**src/rtl/ball_mover.sv**
```systemverilog
// Ball-motion engine for pong: advances a square ball on each end-of-frame
// move pulse, bounces it off the walls and the left paddle, detects misses,
// and keeps saturating hit/miss scores. Coordinates are registered outputs.
module ball_mover #(
    parameter int WIDTH        = 32,
    parameter int HEIGHT       = 16,
    parameter int SIZE         = 2,
    parameter int X_STEP       = 1,
    parameter int Y_STEP       = 1,
    parameter int START_X      = 16,
    parameter int START_Y      = 8,
    parameter int PADDLE_RIGHT = 1,
    parameter int SERVE_DELAY  = 2,
    localparam int xBits = $clog2(WIDTH + 1),
    localparam int yBits = $clog2(HEIGHT + 1)
) (
    input  logic                    clock,
    input  logic                    reset,
    input  logic                    move,
    input  logic signed [yBits:0]   paddleTop,
    input  logic signed [yBits:0]   paddleBottom,
    output logic signed [yBits:0]   top,
    output logic signed [yBits:0]   bottom,
    output logic signed [xBits:0]   left,
    output logic signed [xBits:0]   right,
    output logic                    hit,
    output logic                    miss,
    output logic                    playing,
    output logic [7:0]              hitCount,
    output logic [7:0]              missCount
);

    // Coordinates carry one extra sign bit so steps past an edge go negative
    // instead of wrapping.
    typedef logic signed [xBits:0] xc_t;
    typedef logic signed [yBits:0] yc_t;

    localparam int SC_W = (SERVE_DELAY > 0) ? $clog2(SERVE_DELAY + 1) : 1;
    typedef logic [SC_W-1:0] sc_t;

    localparam xc_t X_STEP_C = xc_t'(X_STEP);
    localparam yc_t Y_STEP_C = yc_t'(Y_STEP);
    localparam xc_t SIZE_X   = xc_t'(SIZE);
    localparam yc_t SIZE_Y   = yc_t'(SIZE);
    localparam xc_t X_LIMIT  = xc_t'(WIDTH - SIZE);
    localparam yc_t Y_LIMIT  = yc_t'(HEIGHT - SIZE);
    localparam yc_t Y_ZERO   = yc_t'(0);
    localparam xc_t PR_C     = xc_t'(PADDLE_RIGHT);
    localparam xc_t START_XC = xc_t'(START_X);
    localparam yc_t START_YC = yc_t'(START_Y);
    localparam sc_t SC_INIT  = sc_t'(SERVE_DELAY);

    typedef enum logic [1:0] {
        SERVE  = 2'd0,
        PLAY   = 2'd1,
        MISSED = 2'd2
    } state_t;

    state_t     state, state_n;
    sc_t        sc, sc_n;
    logic       dx, dx_n, dy, dy_n;
    xc_t        x_n, nx;
    yc_t        y_n, ny;
    logic [7:0] hc_n, mc_n;
    logic       hit_n, miss_n;
    logic       overlap;

    function automatic logic [7:0] sat_inc(input logic [7:0] v);
        return (v == 8'hFF) ? v : v + 8'd1;
    endfunction

    assign playing = (state == PLAY);

    // Next-state and next-position logic; everything holds unless move is high.
    always_comb begin
        state_n = state;
        sc_n    = sc;
        dx_n    = dx;
        dy_n    = dy;
        x_n     = left;
        y_n     = top;
        hc_n    = hitCount;
        mc_n    = missCount;
        hit_n   = 1'b0;
        miss_n  = 1'b0;
        nx      = dx ? (left + X_STEP_C) : (left - X_STEP_C);
        ny      = dy ? (top + Y_STEP_C) : (top - Y_STEP_C);
        overlap = (ny < paddleBottom) && ((ny + SIZE_Y) > paddleTop);
        if (move) begin
            case (state)
                SERVE: begin
                    if (sc == '0) state_n = PLAY;
                    else          sc_n    = sc - 1'b1;
                end
                PLAY: begin
                    if (ny <= Y_ZERO) begin
                        y_n  = Y_ZERO;
                        dy_n = 1'b1;
                    end else if (ny >= Y_LIMIT) begin
                        y_n  = Y_LIMIT;
                        dy_n = 1'b0;
                    end else begin
                        y_n = ny;
                    end
                    if (dx) begin
                        if (nx >= X_LIMIT) begin
                            x_n  = X_LIMIT;
                            dx_n = 1'b0;
                        end else begin
                            x_n = nx;
                        end
                    end else if (nx <= PR_C) begin
                        if (overlap) begin
                            x_n   = PR_C;
                            dx_n  = 1'b1;
                            hit_n = 1'b1;
                            hc_n  = sat_inc(hitCount);
                        end else begin
                            // Ball freezes where it slipped past the paddle.
                            x_n     = left;
                            y_n     = top;
                            dy_n    = dy;
                            miss_n  = 1'b1;
                            mc_n    = sat_inc(missCount);
                            state_n = MISSED;
                        end
                    end else begin
                        x_n = nx;
                    end
                end
                MISSED: begin
                    x_n     = START_XC;
                    y_n     = START_YC;
                    dx_n    = 1'b1;
                    sc_n    = SC_INIT;
                    state_n = SERVE;
                end
                default: state_n = SERVE;
            endcase
        end
    end

    // State register and registered box coordinates, pulses and scores.
    always_ff @(posedge clock) begin
        if (reset) begin
            state     <= SERVE;
            sc        <= SC_INIT;
            dx        <= 1'b1;
            dy        <= 1'b1;
            left      <= START_XC;
            right     <= START_XC + SIZE_X;
            top       <= START_YC;
            bottom    <= START_YC + SIZE_Y;
            hit       <= 1'b0;
            miss      <= 1'b0;
            hitCount  <= 8'd0;
            missCount <= 8'd0;
        end else begin
            state     <= state_n;
            sc        <= sc_n;
            dx        <= dx_n;
            dy        <= dy_n;
            left      <= x_n;
            right     <= x_n + SIZE_X;
            top       <= y_n;
            bottom    <= y_n + SIZE_Y;
            hit       <= hit_n;
            miss      <= miss_n;
            hitCount  <= hc_n;
            missCount <= mc_n;
        end
    end

endmodule

```
**config.mk**
```make
export PLATFORM = sky130hd
export DESIGN_NAME = ball_mover
export DESIGN_NICKNAME = d
export VERILOG_FILES = /design/src/rtl/ball_mover.sv
export SDC_FILE = /design/constraint.sdc
export NUM_CORES = 1
export LEC_CHECK = 0
export BUFFER_PORTS_ARGS = -buffer_cell sky130_fd_sc_hd__buf_2
export CAP_MARGIN = 5
export CORE_ASPECT_RATIO = 1.1
export CORE_MARGIN = 1.5
export CORE_UTILIZATION = 53
export CTS_BUF_LIST = sky130_fd_sc_hd__clkbuf_8
export CTS_CLUSTER_DIAMETER = 150
export DETAILED_ROUTE_END_ITERATION = 8
export HOLD_SLACK_MARGIN = 0.02
export PLACE_DENSITY = 0.77
export SLEW_MARGIN = 20
export SYNTH_ARGS = -nofsm -noshare
export SYNTH_HDL_FRONTEND = slang
export SYNTH_SLANG_ARGS = --single-unit
```
**constraint.sdc**
```tcl
create_clock -name clock -period 11.1 [get_ports clock]
set_clock_uncertainty 0.2 [all_clocks]
set_input_delay 1.11 -clock clock [delete_from_list [all_inputs] [get_ports clock]]
set_output_delay 1.11 -clock clock [all_outputs]
set_load 0.01 [all_outputs]
```
==> impl_results.md <==
- Status: complete, no violations
- Arr. time, crit path: 5.17 ns
- Core area: 5806 µm²
- Clock Latency Late Sink: 0.30 ns
- CP Capture Type: flop
- Die area: 6524 µm²
- First-pass GRT wire length: 12320 µm
- Most area-consuming cells after synthesis: dfxtp_1, ha_1, xor2_1
- Congestion Overflow GR: 0
- Main synth FF type: dfxtp_1
- CTS tree: yes
- Worst hold slack: 0.3070 ns
- Setup TNS: 0 ns
- Synth warn: 0
- Hold_buf cts: 0
- Gr usage total: 22.92%
- Antenna violations before repair: 0
- Slew @ Worst Pin: 0.6628 ns
- Max_cap viols: 0
- NumNets Final: 487
- Final hold viol count: 0
- Starting DRT DRC Count: 192
- Async set-reset flop share out of synthesis: 0%
- Slowest cell delay on critical path: 0.44 ns
- Vias: 2879
- Horiz. Die Dim: 77.15 µm
- Post-synth EDFFs: 0
- Slowest cell on the critical path: xor2_1
- Rows: 29
- Clock Sinks: 48
- Layout area overhead: 14.36%
- Crit-path max FO: 7
- Post-synth net total: 432
- Iteration count of the initial detailed-routing pass: 4
- Placer Congestion: 0.9507
- Slew HR: 55.81%
- Detailed placement HPWL: 5520 µm
- Crit path launch type: flop
- RSZ-0062 raised after global routing: no
- Dpl cells: 507
- Design Area, Final: 3666 µm²
- Finished Layout Cells: 515
- I/O Pins: 60
- Number of global-route vias before repair: 2748
- Cell mode on critical path: ha_1
- Proportion of layout cells with a drive suffix above 1: 17.58%
- Period utilisation layout: 46.64%
- Diodes inserted: 0
- Min-delay worst type: reg -> reg
- Lkg Pwr: 1.724 nW
- DRC viols: 0
- Vias per cell: 5.590
- Clock root buffer: clkbuf_8
- CP required: 11.09 ns
- Fmax: 193.1 MHz
- Pre-CTS setup slack: 5.975 ns
- WP buf/inv: 1
- Pin count of the biggest net entering global routing: 37
- I/O Buffers: 59
- Chip height: 84.57 µm
- Cell family with most CP delay: compound AO/OA/AOI/OAI gates
- CTS Buf Count: 5
- Largest buffer count on any clock path: 2
- Synth Cell Area: 3206 µm²
- CP Class: reg -> reg
- Final worst setup slack: 5.923 ns
- Cells after Synth: 382
- Post_cts resized: 0
- Postcts setup bufs: 0
- Routed WL per cell: 14.19 µm
- Setup violators final: 0
- Syn_area_per_cell: 8.392 µm²
- Yosys top cell by area: dfxtp_1
- Minimum clock period: 5.177 ns
- PwrDens: 94.83 nW/µm²
- CP cell instances: inv_1 -> ha_1 -> a211oi_1 -> nor2_1 -> xor2_1 -> and3_1 -> xor2_1 -> ha_1 -> and4_1 -> a31oi_1 -> o211ai_1 -> a21oi_1 -> a211oi_2 -> nor3b_1 -> a22o_1 -> ha_1 -> and3_4 -> mux2_4
- Post-synth top area share: 29.98%
- # fillers: 535
- Netlist cell types: 62
- Wirelength, routed: 7306 µm
- Clock-pin slew on the worst setup and hold paths: 0.09 ns
- Post-Place Cell Area: 3540 µm²
- H-tree levels: 2
- Sequential area share after synthesis: 29.98%
- Max-slew violation count: 0
- Antenna-violating nets left: 0
- Starting density of the core: 55.22%
- Synth Register Bits: 48
- Peak VDD IR: 0.09930 mV
## path summary, 6_finish.rpt
path              slack [ns]  cells after the start          from      endpoint
hold reg to reg         0.31                      2  missCount[7]  missCount[7]
setup / recovery        5.92                     18            dy     bottom[5]
hold / removal          0.31                      2  missCount[7]  missCount[7]
setup reg to reg        5.92                     18            dy     bottom[5]
## cell families (layout without fill, tap and decap cells)
family,after synthesis,after routing,synth area share (%)
XOR/XNOR,28,28,7.650
buffers and inverters,45,101,5.776
AND/OR/NAND/NOR,135,135,21.62
multiplexers,6,6,2.147
flip-flops,48,48,29.98
adder cells (fa/ha/maj),35,35,14.13
AO/OA/AOI/OAI,85,85,18.70
## Yosys cell counts (3+ instances only)
cell and number:
dfxtp_1 48, nor2_1 38, ha_1 33, inv_1 33, nand2_1 32, a21oi_1 20, xor2_1 18, o21ai_0 14
nand3_1 10, xnor2_1 10, and3_1 9, nor2b_1 9, clkbuf_1 7, a21o_1 5, a31oi_1 5, nand4_1 5
nor3_1 5, o21a_1 5, a211oi_1 4, and2_1 4, nand2b_1 4, nor3b_1 4, o211ai_1 4, or3_1 4
nor4_1 3
## worst reg2reg max path, stage by stage, from the launching register on
cell	delay [ns]
dfxtp_1	0.42
inv_1	0.12
ha_1	0.33
a211oi_1	0.31
nor2_1	0.10
xor2_1	0.44
and3_1	0.27
xor2_1	0.17
ha_1	0.27
and4_1	0.20
a31oi_1	0.20
o211ai_1	0.14
a21oi_1	0.34
a211oi_2	0.14
nor3b_1	0.43
a22o_1	0.27
ha_1	0.23
and3_4	0.20
mux2_4	0.28
## routing by layer
layer,track usage [%],routed length [µm],up-vias
li1,-,-,1459
met1,27.84,3275,1352
met2,40.35,3694,60
met3,3.478,261,8
met4,9.091,74,0
met5,0,0,-
## sequential cells by signal (all words and copies together) (netlist names)
name	flops
dy	1
hitCount	8
miss	1
bottom	5
top	6
hit	1
sc	2
state	2
left	7
right	6
dx	1
missCount	8
## through the flow
step	util [%]	power, mW
final	63.15	0.3476
after global routing	63.15	0.3622
after CTS	63.15	0.3515
after detailed placement	60.97	0.2154
after global placement	60.97	0.2142
after floorplan	-	0.2064
## placed cells by master, fill, tap and decap left out, types with 14 or more instances in the layout
cell type  Yosys  final
a21oi_1       20     20
buf_2          1     59
dfxtp_1       48     48
ha_1          33     33
inv_1         33     33
nand2_1       32     32
nor2_1        38     38
o21ai_0       14     14
xor2_1        18     18
## cell type report
class                           instances  area [µm²]  area share (%)
Tap cell                               77       96.34           2.628
Timing Repair Buffer                   59       295.3           8.055
Clock buffer                            7       96.34           2.628
Inverter                               34       127.6           3.481
Clock inverter                          1       30.03          0.8191
Multi-Input combinational cell        289        2059           56.18
Sequential cell                        48       960.9           26.21
## where the power goes
group | internal [mW] | switching (mW) | total (mW)
clock network | 0.0794 | 0.0561 | 0.136
registers | 0.175 | 0.00174 | 0.176
logic | 0.0146 | 0.0212 | 0.0358
Note: power is estimated with default switching activity, not from simulation.
